### config.mk
export PLATFORM = sky130hd
export DESIGN_NAME = slave_regfile
export DESIGN_NICKNAME = d
export VERILOG_FILES = /design/src/rtl/inter_pkg.sv /design/src/rtl/slave_rf_mem.sv /design/src/rtl/slave_regfile.sv
export SDC_FILE = /design/constraint.sdc
export NUM_CORES = 1
export LEC_CHECK = 0
export ABC_AREA = 1
export CAP_MARGIN = 10
export CORE_UTILIZATION = 60
export CTS_BUF_LIST = sky130_fd_sc_hd__clkbuf_4 sky130_fd_sc_hd__clkbuf_8
export DETAILED_ROUTE_END_ITERATION = 10
export PLACE_DENSITY_LB_ADDON = 0.05
export SETUP_SLACK_MARGIN = 0.5
export SLEW_MARGIN = 20
export SYNTH_ARGS = -nofsm -noshare
export SYNTH_HDL_FRONTEND = slang
export SYNTH_SLANG_ARGS = --single-unit
export TNS_END_PERCENT = 5
### constraint.sdc
create_clock -name clk -period 2.2 [get_ports clk]
set_input_delay 0.55 -clock clk [delete_from_list [all_inputs] [get_ports clk]]
set_output_delay 0.55 -clock clk [all_outputs]
set_load 0.05 [all_outputs]
### src/rtl/inter_pkg.sv
// Shared definitions for the interconnect and its slave endpoints.
//   slv_state_e : slave handshake FSM states
//   ADDR_W      : register-file address width shared with the interconnect
//   DATA_W      : transfer data width shared with the interconnect
package inter_pkg;

    localparam int ADDR_W = 3;
    localparam int DATA_W = 3;

    typedef enum logic [1:0] {
        IDLE  = 2'd0,
        WAIT  = 2'd1,
        READY = 2'd2,
        DONE  = 2'd3
    } slv_state_e;

endpackage

### src/rtl/slave_rf_mem.sv
// Register array for the slave endpoint: 2**ADDR_W entries of DATA_W bits,
// one write port and one registered read port.
//   clk, rst_n : clock, asynchronous active-low reset (clears all entries)
//   we         : write enable; waddr/wdata written at the rising edge
//   re         : read enable; rdata <= mem[raddr] at the rising edge, else held
//   rdata      : registered read data
// A read and a write to the same entry at the same edge return the old value.
module slave_rf_mem #(
    parameter int ADDR_W = inter_pkg::ADDR_W,
    parameter int DATA_W = inter_pkg::DATA_W
) (
    input  logic              clk,
    input  logic              rst_n,
    input  logic              we,
    input  logic [ADDR_W-1:0] waddr,
    input  logic [DATA_W-1:0] wdata,
    input  logic              re,
    input  logic [ADDR_W-1:0] raddr,
    output logic [DATA_W-1:0] rdata
);

    localparam int DEPTH = 2 ** ADDR_W;

    logic [DATA_W-1:0] mem [DEPTH];

    always_ff @(posedge clk or negedge rst_n) begin
        if (!rst_n) begin
            for (int i = 0; i < DEPTH; i++) begin
                mem[i] <= '0;
            end
            rdata <= '0;
        end else begin
            if (we) begin
                mem[waddr] <= wdata;
            end
            if (re) begin
                rdata <= mem[raddr];
            end
        end
    end

endmodule

### src/rtl/slave_regfile.sv
// Slave endpoint behind the interconnect. Accepts valid/addr/value transfers
// with a programmable ready delay and stores each accepted value in a small
// register file with a registered read-back port.
//   clk, rst_n : clock, asynchronous active-low reset
//   valid      : transfer request, held until handshake
//   addr_in    : target entry
//   value_in   : write data
//   wait_cfg   : cycles from seeing valid to raising ready (sampled in IDLE)
//   ready      : registered, slave can accept
//   wr_pulse   : registered, high for one cycle after each accepted write
//   rd_en      : read request
//   rd_addr    : read address
//   rd_data    : registered read data, one cycle after rd_en
//   wr_count   : accepted-write counter, saturating at all-ones
module slave_regfile #(
    parameter int ADDR_W = inter_pkg::ADDR_W,
    parameter int DATA_W = inter_pkg::DATA_W,
    parameter int DLY_W  = 3,
    parameter int CNT_W  = 8
) (
    input  logic              clk,
    input  logic              rst_n,
    input  logic              valid,
    input  logic [ADDR_W-1:0] addr_in,
    input  logic [DATA_W-1:0] value_in,
    input  logic [DLY_W-1:0]  wait_cfg,
    output logic              ready,
    output logic              wr_pulse,
    input  logic              rd_en,
    input  logic [ADDR_W-1:0] rd_addr,
    output logic [DATA_W-1:0] rd_data,
    output logic [CNT_W-1:0]  wr_count
);

    import inter_pkg::*;

    localparam logic [CNT_W-1:0] CNT_MAX = '1;

    slv_state_e       state;
    logic [DLY_W-1:0] cnt;
    logic             handshake;

    // ready is only ever high in READY, so this is the accepting edge
    assign handshake = valid && ready;

    always_ff @(posedge clk or negedge rst_n) begin
        if (!rst_n) begin
            state    <= IDLE;
            cnt      <= '0;
            ready    <= 1'b0;
            wr_pulse <= 1'b0;
            wr_count <= '0;
        end else begin
            wr_pulse <= 1'b0;
            case (state)
                IDLE: begin
                    if (valid) begin
                        if (wait_cfg == '0) begin
                            state <= READY;
                            ready <= 1'b1;
                        end else begin
                            // wait_cfg is latched here; later changes are ignored
                            cnt   <= wait_cfg - DLY_W'(1);
                            state <= WAIT;
                        end
                    end
                end
                WAIT: begin
                    if (!valid) begin
                        state <= IDLE;
                    end else if (cnt == '0) begin
                        state <= READY;
                        ready <= 1'b1;
                    end else begin
                        cnt <= cnt - DLY_W'(1);
                    end
                end
                READY: begin
                    ready <= 1'b0;
                    if (handshake) begin
                        wr_pulse <= 1'b1;
                        state    <= DONE;
                        if (wr_count != CNT_MAX) begin
                            wr_count <= wr_count + CNT_W'(1);
                        end
                    end else begin
                        state <= IDLE;
                    end
                end
                DONE: begin
                    // one guaranteed ready-low cycle between transfers
                    state <= IDLE;
                end
                default: begin
                    state <= IDLE;
                    ready <= 1'b0;
                end
            endcase
        end
    end

    slave_rf_mem #(
        .ADDR_W (ADDR_W),
        .DATA_W (DATA_W)
    ) u_mem (
        .clk   (clk),
        .rst_n (rst_n),
        .we    (handshake),
        .waddr (addr_in),
        .wdata (value_in),
        .re    (rd_en),
        .raddr (rd_addr),
        .rdata (rd_data)
    );

endmodule

==> metrics.md <==
| Metric | Value |
|---|---|
| Status | completed |
| Final slew viol count | 0 |
| RSZ-0062 raised after global routing | true |
| CTS H-Tree Depth | 2 |
| Min cycle time layout | 1800 ps |
| Synth Flop Type | dfrtp_1 |
| # IOs | 29 |
| Final cell utilization of the core | 76.0% |
| Min-Delay Path Class | input pin to async pin |
| Clock root buffer | clkbuf_4 |
| Syn nets | 306 |
| Mapped Area | 2150 µm² |
| Worst setup path start | wr_count[3] |
| CP cell instances | clkdlybuf4s15_1 |
| Distinct cells, synth | 19 |
| Peak VDD IR | 0.792 mV |
| R2R Setup Slk | 780 ps |
| Worst Path Max Fanout | 3 |
| Core area | 3390 µm² |
| Hold_buf cts | 0 |
| Relative slew margins | 67.3% |
| Vias in the first global route | 1682 |
| Initial antenna violation count | 0 |
| NumNets Final | 342 |
| Synth top cells by count | nand2_1 (110), dfrtp_1 (42), inv_1 (42), o21ai_0 (32), nand3_1 (27) |
| Final WS setup | 398 ps |
| CTS tree | done |
| First-pass GRT wire length | 7.06 mm |
| CP arrival | 1250 ps |
| Clk buf depth | 2 |
| WP buf/inv | 1 |
| Final Skew | 13.5 ps |
| Seq/Total Area, Yosys | 48.9% |
| Sink Count | 42 |
| Gr ovfl total | 0 |
| CP Launch Type | flop |
| CP Capture Type | output pin |
| Endpoints failing setup | 0 |
| Gpl congestion | 0.855 |
| Total GRT Usage | 25.9% |
| CP delay by family, top | buffers and inverters |
| Initial Util | 63.4% |
| Worst Tran Pin Value | 492 ps |
| R2r startpoint | wr_count[0] |
| Count leader, synth | nand2_1 |
| Layout Area Growth over Synthesis | 19.8% |
| DP Worst Slack | 261 ps |
| Pre-Repair DR Iteration Count | 4 |
| Area contributors post-synth | dfrtp_1 (49%), nand2_1 (19%), o21ai_0 (7.5%), inv_1 (7.3%), nand3_1 (6.3%) |
| Final hold vios | 0 |
| Die Y | 61.9 µm |
| Slowest CP cell | clkdlybuf4s15_1 |
| CTS clk-pin slew, worst paths | 120 ps |
| Total Neg Setup Slack | 0 ps |
| Total number of vias | 1872 |
| Share of cells above drive strength 1 | 8.33% |
| Worst-Skew Late Latency | 350 ps |
| Largest area contributor in the netlist | dfrtp_1 |
| Post-synth ARST share | 100% |
| Pwr dens | 1160 nW/µm² |
| Largest net degree at the start of global routing | 17 |
| FF-to-FF End | wr_count[0] |
| Max-Cap Viols | 0 |
| DRT antenna net count | 0 |
| Worst hold slack | 62.9 ps |
| Critical Path RT | 1650 ps |
| DRC | 0 |
| Routed WL | 4.39 mm |
| Leakage dissipation | 0.00134 µW |
| Initial drt markers | 122 |
| CTS Buf Count | 5 |
| Die ar. | 3830 µm² |
| Row count | 21 |
| Post-synth EDFFs | 0 |
| Max stage delay on crit path | 510 ps |
| Top-area cell type share of the netlist area | 48.9% |
| Cells after synthesis | 288 |
| Setup Crit Path Kind | flop to output pin |
| Vias per std cell | 5.06 |
| # fillers | 245 |
| Warnings from Yosys | 0 |
| Die W | 61.9 µm |
| R2R cell count | 6 |
| Post-CTS Repair Setup Buffers | 0 |
| Number of port buffers | 28 |
| Syn Area/Cell | 7.46 µm² |
| Register bit total from synthesis | 42 |
| Routed len/inst | 11.9 µm |
| Power Total | 3000 µW |
| HPWL after DPL | 3.14 mm |
| Diodes inserted | 0 |
| Period utilization | 81.9% |
| Fmax | 0.555 GHz |
flip-flops by register name (all words and copies together), names as in the netlist:
register,count
wr_count,8
cnt,3
wr_pulse,1
u_mem.mem,24
state,2
ready,1
u_mem.rdata,3
stage by stage:
stage	std cells	cell area [µm²]
6_report	370	2570
5_1_grt	370	2570
4_1_cts	370	2580
3_5_place_dp	363	2490
3_3_place_gp	363	2490
2_1_floorplan	288	2150
worst max-delay path by stage:
stage / cells past startpoint / slack, ps / end
after CTS: 1 / 380 / wr_count[1]
after global placement: 6 / 330 / u_mem.mem[6]
after global routing: 1 / 340 / wr_count[3]
after detailed placement: 6 / 260 / u_mem.mem[10]
after floorplan: 7 / 580 / wr_count[2]
final: 1 / 400 / wr_count[3]
what timing repair did:
| item | 4_1_cts | 5_1_grt |
|---|---|---|
| gates cloned | 0 | 0 |
| endpoints found under the setup margin | 13 | 13 |
| gates resized for setup | 29 | 1 |
layout make-up:
class | instances | area [µm²] | share of cell area [%]
Clock buffer | 6 | 51.3 | 1.99
Clock inverter | 1 | 30.0 | 1.17
Inverter | 44 | 165 | 6.41
Multi-Input combinational cell | 200 | 923 | 35.9
Sequential cell | 42 | 1050 | 40.8
Tap cell | 46 | 57.6 | 2.24
Timing Repair Buffer | 31 | 297 | 11.5
where the power goes:
group / internal, µW / switching [µW] / total (µW) / leakage [µW]
clock: 265 / 242 / 507 / 0.0000443
sequential: 1090 / 219 / 1310 / 0.000528
combinational: 419 / 759 / 1180 / 0.000771
total: 1780 / 1220 / 3000 / 0.00134
per-layer routing:
metal / routed length, µm / share of wire [%] / GRT usage (%)
met5: 0 / 0 / 0
met4: 110 / 2.5 / 14.6
met3: 221 / 5.0 / 5.18
met2: 2080 / 47 / 43.8
met1: 1970 / 45 / 31.0
cells in the final DEF (no fill, tap or decap):
master and count:
inv_2 2, nor2_4 2, dfrtp_1 42, a21oi_1 3
nand3_2 1, buf_4 3, bufinv_16 1, dlygate4sd2_1 4
nand2_2 2, nand2_1 110, ha_1 2, clkdlybuf4s15_2 7
o21ai_0 32, a21boi_0 1, nand3b_1 2, xnor2_1 2
clkbuf_2 1, nor2_1 11, a21oi_4 1, inv_1 42
nand3_1 27, nand4_1 1, clkdlybuf4s15_1 1, clkbuf_4 5
clkbuf_8 1, xor2_1 3, buf_2 1, clkdlybuf4s50_1 14
logic make-up after synthesis:
kind of cell | count (synthesis) | synth area share, %
buffers and inverters | 46 | 8.15
DFF | 42 | 48.9
adders and majority gates | 2 | 1.16
xor gates and xnor gates | 5 | 2.04
and+or+nand+nor | 156 | 30.5
AOI/OAI and AO/OA | 37 | 9.25
No activity file was read; power rests on OpenSTA's default activity.
